`config.mk`:
```
export PLATFORM = sky130hd
export DESIGN_NAME = hit_arbiter_flat
export DESIGN_NICKNAME = d
export VERILOG_FILES = /design/src/rtl/duck_pkg.sv /design/src/rtl/hit_arbiter_if.sv /design/src/rtl/rect_overlap.sv /design/src/rtl/hit_arbiter.sv /design/src/flat_wrapper.sv
export SDC_FILE = /design/constraint.sdc
export NUM_CORES = 1
export LEC_CHECK = 0
export ABC_AREA = 1
export BUFFER_PORTS_ARGS = -buffer_cell sky130_fd_sc_hd__buf_2
export CAP_MARGIN = 20
export CORE_MARGIN = 4
export CORE_UTILIZATION = 35
export DETAILED_ROUTE_END_ITERATION = 7
export PLACE_DENSITY = 0.71
export RECOVER_POWER = 25
export SLEW_MARGIN = 20
export SYNTH_ARGS = -nofsm -noshare
export SYNTH_HDL_FRONTEND = slang
export SYNTH_HIERARCHICAL = 1
export SYNTH_SLANG_ARGS = --single-unit
```
`constraint.sdc`:
```
create_clock -name vga_clk -period 4.43 [get_ports vga_clk]
set_input_delay 0.443 -clock vga_clk [delete_from_list [all_inputs] [get_ports vga_clk]]
set_output_delay 0.443 -clock vga_clk [all_outputs]
set_load 0.02 [all_outputs]
```
`src/rtl/duck_pkg.sv`:
```
// Shared definitions for the duck-hunt video blocks: sprite geometry, scan line
// and the hit-arbiter state encoding.
package duck_pkg;

  localparam int NUM_SLOTS      = 8;
  localparam int SLOT_W         = 3;
  localparam int COORD_W        = 12;
  localparam int SCORE_W        = 8;

  localparam int DUCK_W_DEF     = 124;
  localparam int DUCK_H_DEF     = 162;
  localparam int BULLET_W_DEF   = 4;
  localparam int BULLET_H_DEF   = 8;
  localparam int START_LINE_DEF = 481;

  typedef enum logic [1:0] {
    ST_IDLE   = 2'd0,
    ST_SCAN   = 2'd1,
    ST_REPORT = 2'd2,
    ST_LOCK   = 2'd3
  } arb_state_t;

endpackage

```
`src/rtl/hit_arbiter_if.sv`:
```
// Bundle between the video timing / sprite blocks and the hit arbiter.
// The master side supplies raster position and sprite coordinates; the slave reports hits.
interface hit_arbiter_if;

  logic [9:0]                          hcount;
  logic [9:0]                          vcount;
  logic [10:0]                         duck_x;
  logic [9:0]                          duck_y;
  logic [duck_pkg::NUM_SLOTS*10-1:0]   bullet_x;
  logic [duck_pkg::NUM_SLOTS*10-1:0]   bullet_y;
  logic                                collision;
  logic                                kill_valid;
  logic [duck_pkg::SLOT_W-1:0]         kill_slot;
  logic [duck_pkg::SCORE_W-1:0]        score;
  logic                                busy;

  modport master (
    output hcount, vcount, duck_x, duck_y, bullet_x, bullet_y,
    input  collision, kill_valid, kill_slot, score, busy
  );

  modport slave (
    input  hcount, vcount, duck_x, duck_y, bullet_x, bullet_y,
    output collision, kill_valid, kill_slot, score, busy
  );

endinterface

```
`src/rtl/rect_overlap.sv`:
```
// Combinational axis-aligned overlap test between rectangle A (at ax,ay) and B (at bx,by).
// Coordinates are 12 bits wide so position + size never wraps.
module rect_overlap #(
  parameter int A_W = duck_pkg::DUCK_W_DEF,
  parameter int A_H = duck_pkg::DUCK_H_DEF,
  parameter int B_W = duck_pkg::BULLET_W_DEF,
  parameter int B_H = duck_pkg::BULLET_H_DEF
) (
  input  logic [duck_pkg::COORD_W-1:0] ax,
  input  logic [duck_pkg::COORD_W-1:0] ay,
  input  logic [duck_pkg::COORD_W-1:0] bx,
  input  logic [duck_pkg::COORD_W-1:0] by,
  output logic                         hit
);

  localparam logic [duck_pkg::COORD_W-1:0] A_W_C = duck_pkg::COORD_W'(A_W);
  localparam logic [duck_pkg::COORD_W-1:0] A_H_C = duck_pkg::COORD_W'(A_H);
  localparam logic [duck_pkg::COORD_W-1:0] B_W_C = duck_pkg::COORD_W'(B_W);
  localparam logic [duck_pkg::COORD_W-1:0] B_H_C = duck_pkg::COORD_W'(B_H);

  assign hit = (bx < ax + A_W_C) && (ax < bx + B_W_C) &&
               (by < ay + A_H_C) && (ay < by + B_H_C);

endmodule

```
`src/rtl/hit_arbiter.sv`:
```
// Once-per-frame bullet/duck collision arbiter: scans all bullet slots serially during
// vertical blanking and reports at most one hit (lowest slot wins), then locks out.
//   state  | meaning
//   IDLE   | waiting for the scan line; snapshots duck position on start
//   SCAN   | compares one bullet slot per cycle, slot_idx 0..NUM_SLOTS-1
//   REPORT | issues collision/kill/score update if a hit was found
//   LOCK   | counts down frames after a hit; no scan runs
module hit_arbiter
  import duck_pkg::*;
#(
  parameter int DUCK_W         = DUCK_W_DEF,
  parameter int DUCK_H         = DUCK_H_DEF,
  parameter int BULLET_W       = BULLET_W_DEF,
  parameter int BULLET_H       = BULLET_H_DEF,
  parameter int START_LINE     = START_LINE_DEF,
  parameter int LOCKOUT_FRAMES = 2
) (
  input  logic          vga_clk,
  input  logic          reset,
  hit_arbiter_if.slave  bus
);

  localparam int LOCK_W = (LOCKOUT_FRAMES < 2) ? 1 : $clog2(LOCKOUT_FRAMES + 1);

  arb_state_t              state_q, state_d;
  logic [COORD_W-1:0]      dx_q, dy_q;
  logic [SLOT_W-1:0]       slot_idx_q;
  logic                    hit_found_q;
  logic [SLOT_W-1:0]       hit_slot_q;
  logic [LOCK_W-1:0]       lock_cnt_q;
  logic                    collision_q, kill_valid_q, busy_q;
  logic [SLOT_W-1:0]       kill_slot_q;
  logic [SCORE_W-1:0]      score_q;

  logic                    start;
  logic [9:0]              bx_raw, by_raw;
  logic                    ovl_hit, slot_hit;
  logic                    rpt_fire, busy_d;

  assign start = (bus.vcount == 10'(START_LINE)) && (bus.hcount == 10'd0);

  // A single comparator is shared by all slots; the slot index steers its bullet inputs.
  assign bx_raw = bus.bullet_x[int'(slot_idx_q)*10 +: 10];
  assign by_raw = bus.bullet_y[int'(slot_idx_q)*10 +: 10];

  rect_overlap #(
    .A_W (DUCK_W),
    .A_H (DUCK_H),
    .B_W (BULLET_W),
    .B_H (BULLET_H)
  ) u_overlap (
    .ax  (dx_q),
    .ay  (dy_q),
    .bx  ({2'b00, bx_raw}),
    .by  ({2'b00, by_raw}),
    .hit (ovl_hit)
  );

  assign slot_hit = (by_raw != 10'd0) && ovl_hit;

  always_ff @(posedge vga_clk or negedge reset) begin
    if (!reset) state_q <= ST_IDLE;
    else        state_q <= state_d;
  end

  always_comb begin
    state_d  = state_q;
    rpt_fire = 1'b0;
    case (state_q)
      ST_IDLE:   if (start) state_d = ST_SCAN;
      ST_SCAN:   if (slot_idx_q == SLOT_W'(NUM_SLOTS - 1)) state_d = ST_REPORT;
      ST_REPORT: begin
        rpt_fire = hit_found_q;
        state_d  = (hit_found_q && (LOCKOUT_FRAMES != 0)) ? ST_LOCK : ST_IDLE;
      end
      ST_LOCK:   if (start && (lock_cnt_q <= LOCK_W'(1))) state_d = ST_IDLE;
      default:   state_d = ST_IDLE;
    endcase
    // busy stays up through the cycle in which the report outputs are visible
    busy_d = (state_d == ST_SCAN) || (state_d == ST_REPORT) || (state_q == ST_REPORT);
  end

  always_ff @(posedge vga_clk or negedge reset) begin
    if (!reset) begin
      dx_q         <= '0;
      dy_q         <= '0;
      slot_idx_q   <= '0;
      hit_found_q  <= 1'b0;
      hit_slot_q   <= '0;
      lock_cnt_q   <= '0;
      collision_q  <= 1'b0;
      kill_valid_q <= 1'b0;
      kill_slot_q  <= '0;
      score_q      <= '0;
      busy_q       <= 1'b0;
    end else begin
      collision_q  <= rpt_fire;
      kill_valid_q <= rpt_fire;
      busy_q       <= busy_d;
      if (rpt_fire) begin
        kill_slot_q <= hit_slot_q;
        score_q     <= (score_q == '1) ? score_q : score_q + SCORE_W'(1);
      end
      case (state_q)
        ST_IDLE: if (start) begin
          dx_q        <= {1'b0, bus.duck_x};
          dy_q        <= {2'b00, bus.duck_y};
          slot_idx_q  <= '0;
          hit_found_q <= 1'b0;
        end
        ST_SCAN: begin
          slot_idx_q <= slot_idx_q + SLOT_W'(1);
          if (slot_hit && !hit_found_q) begin
            hit_found_q <= 1'b1;
            hit_slot_q  <= slot_idx_q;
          end
        end
        ST_REPORT: if (rpt_fire) lock_cnt_q <= LOCK_W'(LOCKOUT_FRAMES);
        ST_LOCK:   if (start) lock_cnt_q <= lock_cnt_q - LOCK_W'(1);
        default: ;
      endcase
    end
  end

  assign bus.collision  = collision_q;
  assign bus.kill_valid = kill_valid_q;
  assign bus.kill_slot  = kill_slot_q;
  assign bus.score      = score_q;
  assign bus.busy       = busy_q;

endmodule

```
`src/flat_wrapper.sv`:
```
// flat-port wrapper written by rule: the top's interface ports become plain ports
module hit_arbiter_flat import duck_pkg::*;
#(
  parameter int DUCK_W         = DUCK_W_DEF,
  parameter int DUCK_H         = DUCK_H_DEF,
  parameter int BULLET_W       = BULLET_W_DEF,
  parameter int BULLET_H       = BULLET_H_DEF,
  parameter int START_LINE     = START_LINE_DEF,
  parameter int LOCKOUT_FRAMES = 2
)
  (vga_clk, reset, bus_hcount, bus_vcount, bus_duck_x, bus_duck_y, bus_bullet_x, bus_bullet_y, bus_collision, bus_kill_valid, bus_kill_slot, bus_score, bus_busy);
  hit_arbiter_if bus_i ();
  input  logic vga_clk;
  input  logic reset;
  input wire logic [$bits(bus_i.hcount)-1:0] bus_hcount;
  input wire logic [$bits(bus_i.vcount)-1:0] bus_vcount;
  input wire logic [$bits(bus_i.duck_x)-1:0] bus_duck_x;
  input wire logic [$bits(bus_i.duck_y)-1:0] bus_duck_y;
  input wire logic [$bits(bus_i.bullet_x)-1:0] bus_bullet_x;
  input wire logic [$bits(bus_i.bullet_y)-1:0] bus_bullet_y;
  output wire logic [$bits(bus_i.collision)-1:0] bus_collision;
  output wire logic [$bits(bus_i.kill_valid)-1:0] bus_kill_valid;
  output wire logic [$bits(bus_i.kill_slot)-1:0] bus_kill_slot;
  output wire logic [$bits(bus_i.score)-1:0] bus_score;
  output wire logic [$bits(bus_i.busy)-1:0] bus_busy;
  assign bus_i.hcount = bus_hcount;
  assign bus_i.vcount = bus_vcount;
  assign bus_i.duck_x = bus_duck_x;
  assign bus_i.duck_y = bus_duck_y;
  assign bus_i.bullet_x = bus_bullet_x;
  assign bus_i.bullet_y = bus_bullet_y;
  assign bus_collision = bus_i.collision;
  assign bus_kill_valid = bus_i.kill_valid;
  assign bus_kill_slot = bus_i.kill_slot;
  assign bus_score = bus_i.score;
  assign bus_busy = bus_i.busy;
  hit_arbiter #(.DUCK_W(DUCK_W), .DUCK_H(DUCK_H), .BULLET_W(BULLET_W), .BULLET_H(BULLET_H), .START_LINE(START_LINE), .LOCKOUT_FRAMES(LOCKOUT_FRAMES)) u_core (.vga_clk(vga_clk), .reset(reset), .bus(bus_i));
endmodule
```
==> metrics.txt, run 1 <==
Die Height 132 microns; CP Launch Type register; failing checks capacitance limit, slew limit; Worst slew margin -0.659; Ports 217; cells along the critical path buf_4 -> o21ai_0 -> o22ai_1 -> nor2_1 -> a31oi_1 -> ha_1 -> nand3_2 -> nand3b_4 -> nand3b_1 -> xor2_1 -> ha_1 -> nand2_1 -> o21bai_1 -> o21ai_0 -> nor2_1 -> nand3_1 -> nor2_1 -> nand2_1 -> nor2_1 -> nand2_2 -> nand2_1 -> nand2_1; Place WS 0.550 ns; all-layer global routing usage 0.179; Critical path buffers and inverters 1; Starting Density 0.362; Crit path max-delay family simple AND/OR/NAND/NOR gates; clk_lat worst skew 0.29 ns; setup violators final 0; layout cells sized above 1 0.244; Clock transition at path regs 0.07 ns; Setup TNS Final 0 ns; core area 14,800 sq um; fillers 1,586; ANT cells 0; RSZ-0062 raised after global routing no; Die ar. 17,300 sq um; synth top area cells dfrtp_1 (21%), nand2_1 (20%), ha_1 (12%), nor2_1 (7.9%), inv_1 (7.2%); Finished Cell Area 6750 sq um; Die X 132 microns; library cells used by synthesis 40; largest net degree at the start of global routing 46; Worst path max stage delay 0.55 ns; top_reg_cell synth dfrtp_1; # H-tree levels 2; Tcrit/Tclk final 0.889; Post-synth EDFFs 0; Routed Antenna Nets 0; crit end category register; Slew @ Worst Pin 2.49 ns; post-DP HPWL 13.2 mm; Max-Cap Viols 1; status finished with violations; Final nets 1,334; Yosys top cell area share 0.211; DP Area 6600 sq um; top-count cell post-synth nand2_1; grt total ovfl 0; DR vias 5,975; clock sink total 45; final slew viol count 46; Worst Path Required 4.62 ns; Synth area leader dfrtp_1; post-synthesis average cell area 6.20 sq um; initial antenna violation count 0; CTS tree built; post-synthesis sequential area ratio 0.211; slowest CP cell dfrtp_2; FP Rows 44; gate count of the mapped netlist 862; DRC 0; CP Max Fanout 21; Num CTS Buffers 5; Final Hold Fails 0; clk_skew 0.00788 ns; Max Buffers Root-to-Sink 2; number of global-route vias before repair 5,707; root buf cell clkbuf_16; setup slack after layout 0.491 ns; hold crit path type input port to register; CTS Hold Bufs 0; Seq cells post-synth 45; vias per std cell 4.72; Post-synth top cells nand2_1 (281), nor2_1 (112), inv_1 (102), nand3_1 (57), ha_1 (51); Tmin final 3.94 ns; gpl congestion 0.918; IO Port Bufs 216; maximum vdd ir drop 0.000127 V; fmax 254 MHz; Arrival @ worst endpoint 4.13 ns; Synth Cell Area 5350 sq um; Min Hold Slack 0.337 ns; drt total wl 16.2 mm; DR WL/cell 12.8 microns; ys async rst share 1.00; 1st-pass router iterations 5; CTS resizes 0; Tot Pwr 1.03 mW; Setup CP Type register to register; global-route wire length before repair 26.5 mm; Leak 3.95 nW; iteration-0 DRC count of the detailed router 327; area delta synth->final 26.1%; post-CTS setup buffers 0; pwr/cell area 152 nW/um^2; number of synthesis warnings 6
==> path summary, 6_finish.rpt <==
check	start	end	slack [ns]	depth (start not counted)
worst min register to register	u_core/bus.kill_slot[0]	u_core/bus.kill_slot[0]	0.47	2
min in group asynchronous	reset	u_core/bus.score[7]	1.01	2
worst min-delay path	bus_duck_x[2]	u_core/dx_q[2]	0.34	3
max in group asynchronous	reset	u_core/slot_idx_q[0]	1.82	2
worst max register to register	u_core/slot_idx_q[0]	u_core/hit_slot_q[0]	0.49	22
worst max-delay path	u_core/slot_idx_q[0]	u_core/hit_slot_q[0]	0.49	22
==> where the power goes <==
part | internal, mW | switching, mW | leakage [nW]
registers | 0.411 | 0.00000110 | 0.592
clock network | 0.214 | 0.178 | 0.0708
logic | 0.114 | 0.112 | 3.29
==> per-layer routing <==
layer  part of all wire  wire, microns  global-route usage  vias to the layer above
met5                  0              0                   0                        -
met4              0.019            314              0.0461                        0
met3              0.041            655              0.0203                       27
met2               0.51           8290               0.331                      157
met1               0.43           6910               0.221                     2653
li1                   -              -                   -                     3138
==> flip-flops by register name (all words and copies together) (netlist names) <==
name and count:
u_core/hit_found_q 1, u_core/hit_slot_q 3, u_core/bus.busy 1, u_core/lock_cnt_q 2, u_core/dy_q 10, u_core/bus.kill_valid 1, u_core/slot_idx_q 3, u_core/bus.score 8
u_core/bus.kill_slot 3, u_core/state_q 2, u_core/dx_q 11
==> metrics by stage <==
stage | std cells | util
5_1_grt | 1265 | 0.457
2_1_floorplan | 880 | -
4_1_cts | 1265 | 0.457
3_3_place_gp | 1257 | 0.447
6_report | 1265 | 0.457
3_5_place_dp | 1257 | 0.447
==> layout by cell type, fill, tap and decap left out, drive strengths merged, types with 11 or more instances in the layout <==
cell,n
dfrtp,45
xnor2,12
a21oi,12
xor2,23
nor2,116
o21ai,59
buf,228
a31oi,11
o22ai,11
inv,107
nand3,61
ha,51
nand2,288
conb,19
==> cell families after synthesis <==
| logic type | share of synthesized area |
|---|---|
| other cells | 0.000701 |
| fa+ha+maj | 0.119 |
| flops | 0.211 |
| buf+inv | 0.117 |
| simple gates | 0.390 |
| xor+xnor | 0.0573 |
| compound gates | 0.103 |
| mux | 0.00211 |
==> worst register-to-register path: stages (launching register included) <==
cell and delay, ns:
dfrtp_2 0.55, buf_4 0.30, o21ai_0 0.12, o22ai_1 0.15
nor2_1 0.05, a31oi_1 0.31, ha_1 0.28, nand3_2 0.10
nand3b_4 0.19, nand3b_1 0.19, xor2_1 0.17, ha_1 0.28
nand2_1 0.08, o21bai_1 0.11, o21ai_0 0.11, nor2_1 0.13
nand3_1 0.09, nor2_1 0.11, nand2_1 0.06, nor2_1 0.22
nand2_2 0.12, nand2_1 0.07, nand2_1 0.04
==> final cells by class <==
| class | instances | area, sq um | share of cell area |
|---|---|---|---|
| clock buffer | 5 | 125 | 0.0185 |
| clock inverter | 3 | 25.0 | 0.00371 |
| inverter | 105 | 399 | 0.0592 |
| multi-input combinational | 694 | 3660 | 0.543 |
| sequential | 45 | 1130 | 0.167 |
| tap | 184 | 230 | 0.0341 |
| timing repair buffer | 229 | 1170 | 0.174 |
Note: power is estimated with default switching activity, not from simulation.
==> run 2: changes to the inputs <==
- CORE_UTILIZATION: 35 -> 40
- PLACE_DENSITY: 0.71 -> 0.78
==> run 2 against run 1 <==
  * The flow still finishes with violations (capacitance limit, slew limit)
  * Combinational power is essentially flat
  * Count of clock-buffer cells in the layout is 2 higher
  * Critical path depth stayed put
  * Hold slack better by 0.012 ns
  * Die area decreased by 12%
  * Sequential share of layout area is essentially flat
  * Critical path type unchanged
  * Critical endpoint unchanged
  * Largest cell class unchanged
==> metrics.txt, run 2 (same netlist as run 1, synthesis figures left out) <==
status finished with violations; failing checks capacitance limit, slew limit; Tot Pwr 1.07 mW; layout cells sized above 1 0.241; setup violators final 0; CTS Hold Bufs 0; gpl congestion 0.882; Worst slew margin -0.615; most frequent cells in the layout nand2_1 (281), buf_2 (215), nor2_1 (112); Max Buffers Root-to-Sink 2; global-route wire length before repair 25.3 mm; Ports 217; crit end category register; FP Rows 41; post-DP HPWL 12.8 mm; DRC 0; ANT cells 0; Sw Ratio 0.247; internal power 0.806 mW; post-CTS setup buffers 0; clk_skew 0.00725 ns; Die ar. 15,300 sq um; Tmin final 4.01 ns; clock sink total 45; Largest register FFs 11; Arrival @ worst endpoint 4.19 ns; IO Port Bufs 216; clk_lat worst skew 0.29 ns; fillers 1,322; fmax 249 MHz; Die X 124 microns; DR WL/cell 12.5 microns; Min Hold Slack 0.348 ns; drt total wl 15.7 mm; vias per std cell 4.78; RSZ-0062 raised after global routing no; CTS resizes 0; Clock transition at path regs 0.07 ns; Worst Path Required 4.61 ns; Biggest register u_core/dx_q; DP Area 6570 sq um; CP Max Fanout 32; hold crit path type input port to register; maximum vdd ir drop 0.000132 V; Die Height 124 microns; Routed Antenna Nets 0; most common cell after layout, fill and taps aside nand2_1; Leak 3.95 nW; root buf cell clkbuf_16; Starting Density 0.415; CTS tree built; CP Launch Point u_core/slot_idx_q[0]; Crit path max-delay family simple AND/OR/NAND/NOR gates; Worst path max stage delay 0.62 ns; Setup CP Type register to register; hold path start bus_duck_x[0]; number of global-route vias before repair 5,714; # H-tree levels 2; all-layer global routing usage 0.201; grt total ovfl 0; slowest CP cell dfrtp_2; sequential power share 0.384; Num CTS Buffers 5; DR vias 5,973; Tcrit/Tclk final 0.906; largest net degree at the start of global routing 56; area delta synth->final 26.2%; Slew @ Worst Pin 2.42 ns; initial antenna violation count 0; Final nets 1,331; cells along the critical path inv_6 -> o21ai_0 -> o22ai_1 -> nor2_1 -> a31oi_1 -> ha_1 -> nand3_2 -> nand3b_4 -> nand3b_1 -> xor2_1 -> ha_1 -> nand2_1 -> o21bai_1 -> o21ai_0 -> nor2_1 -> nand3_1 -> nor2_1 -> nand2_1 -> nor2_1 -> nand2_2 -> nand2_1 -> nand2_1; Net Sw Power 0.264 mW; Finished Cell Area 6750 sq um; FF-to-FF Start u_core/slot_idx_q[0]; final slew viol count 46; Max-Cap Viols 1; Final Hold Fails 0; pwr/cell area 158 nW/um^2; 1st-pass router iterations 5; Setup TNS Final 0 ns; Clk pwr share 0.407; core area 12,900 sq um; combinational share of power 0.209; CP Launch Type register; Critical path buffers and inverters 1; iteration-0 DRC count of the detailed router 296
==> run 2: cell types whose count changed in the layout (fill, tap and decap cells not counted), sizes merged <==
cell | previous run | this run
inv | 107 | 105
bufinv | 0 | 1
clkbuf | 6 | 8
clkinvlp | 1 | 0
buf | 228 | 225
==> run 2: layout make-up <==
type | instances | area (sq um) | share of cell area
multi-input combinational | 694 | 3660 | 0.543
timing repair buffer | 226 | 1170 | 0.174
tap | 172 | 215 | 0.0319
sequential | 45 | 1130 | 0.167
inverter | 105 | 399 | 0.0591
clock buffer | 7 | 143 | 0.0211
clock inverter | 1 | 30.0 | 0.00445
==> run 2: worst paths after layout <==
kind                            slack (ns)  cells after the start                 endpoint
max in group asynchronous             1.98                      1     u_core/slot_idx_q[0]
worst min register to register        0.48                      2  u_core/bus.kill_slot[2]
worst max register to register        0.42                     22     u_core/hit_slot_q[0]
min in group asynchronous             0.89                      1      u_core/bus.score[7]
worst max-delay path                  0.42                     22     u_core/hit_slot_q[0]
worst min-delay path                  0.35                      3           u_core/dx_q[0]
==> run 2: stage by stage <==
step | utilization | cells | setup WS (ns)
after CTS | 0.524 | 1250 | 0.282
after floorplan | - | 880 | 0.748
final | 0.524 | 1250 | 0.418
after detailed placement | 0.511 | 1242 | 0.337
after global placement | 0.511 | 1242 | 0.556
after global routing | 0.524 | 1250 | 0.0506
==> run 2: power by group through the flow <==
stage	Clock, mW	Sequential, mW	Combinational [mW]
after floorplan	0	0.419	0.104
after global placement	0	0.419	0.218
after detailed placement	0	0.419	0.221
after CTS	0.445	0.411	0.223
after global routing	0.463	0.411	0.257
final	0.435	0.411	0.223
==> run 2: routing by layer <==
| metal | part of all wire | track usage | routed length (microns) |
|---|---|---|---|
| met1 | 0.41 | 0.241 | 6430 |
| met5 | 0 | 0 | 0 |
| met2 | 0.52 | 0.378 | 8150 |
| met4 | 0.025 | 0.0581 | 385 |
| met3 | 0.046 | 0.0204 | 719 |
==> run 2: worst register-to-register path, cell delays in order, from the launching register on <==
cell and delay (ns):
dfrtp_2 0.62, inv_6 0.27, o21ai_0 0.10, o22ai_1 0.13, nor2_1 0.05, a31oi_1 0.32, ha_1 0.27, nand3_2 0.10
nand3b_4 0.20, nand3b_1 0.21, xor2_1 0.17, ha_1 0.27, nand2_1 0.09, o21bai_1 0.12, o21ai_0 0.11, nor2_1 0.13
nand3_1 0.10, nor2_1 0.13, nand2_1 0.07, nor2_1 0.22, nand2_2 0.12, nand2_1 0.07, nand2_1 0.05
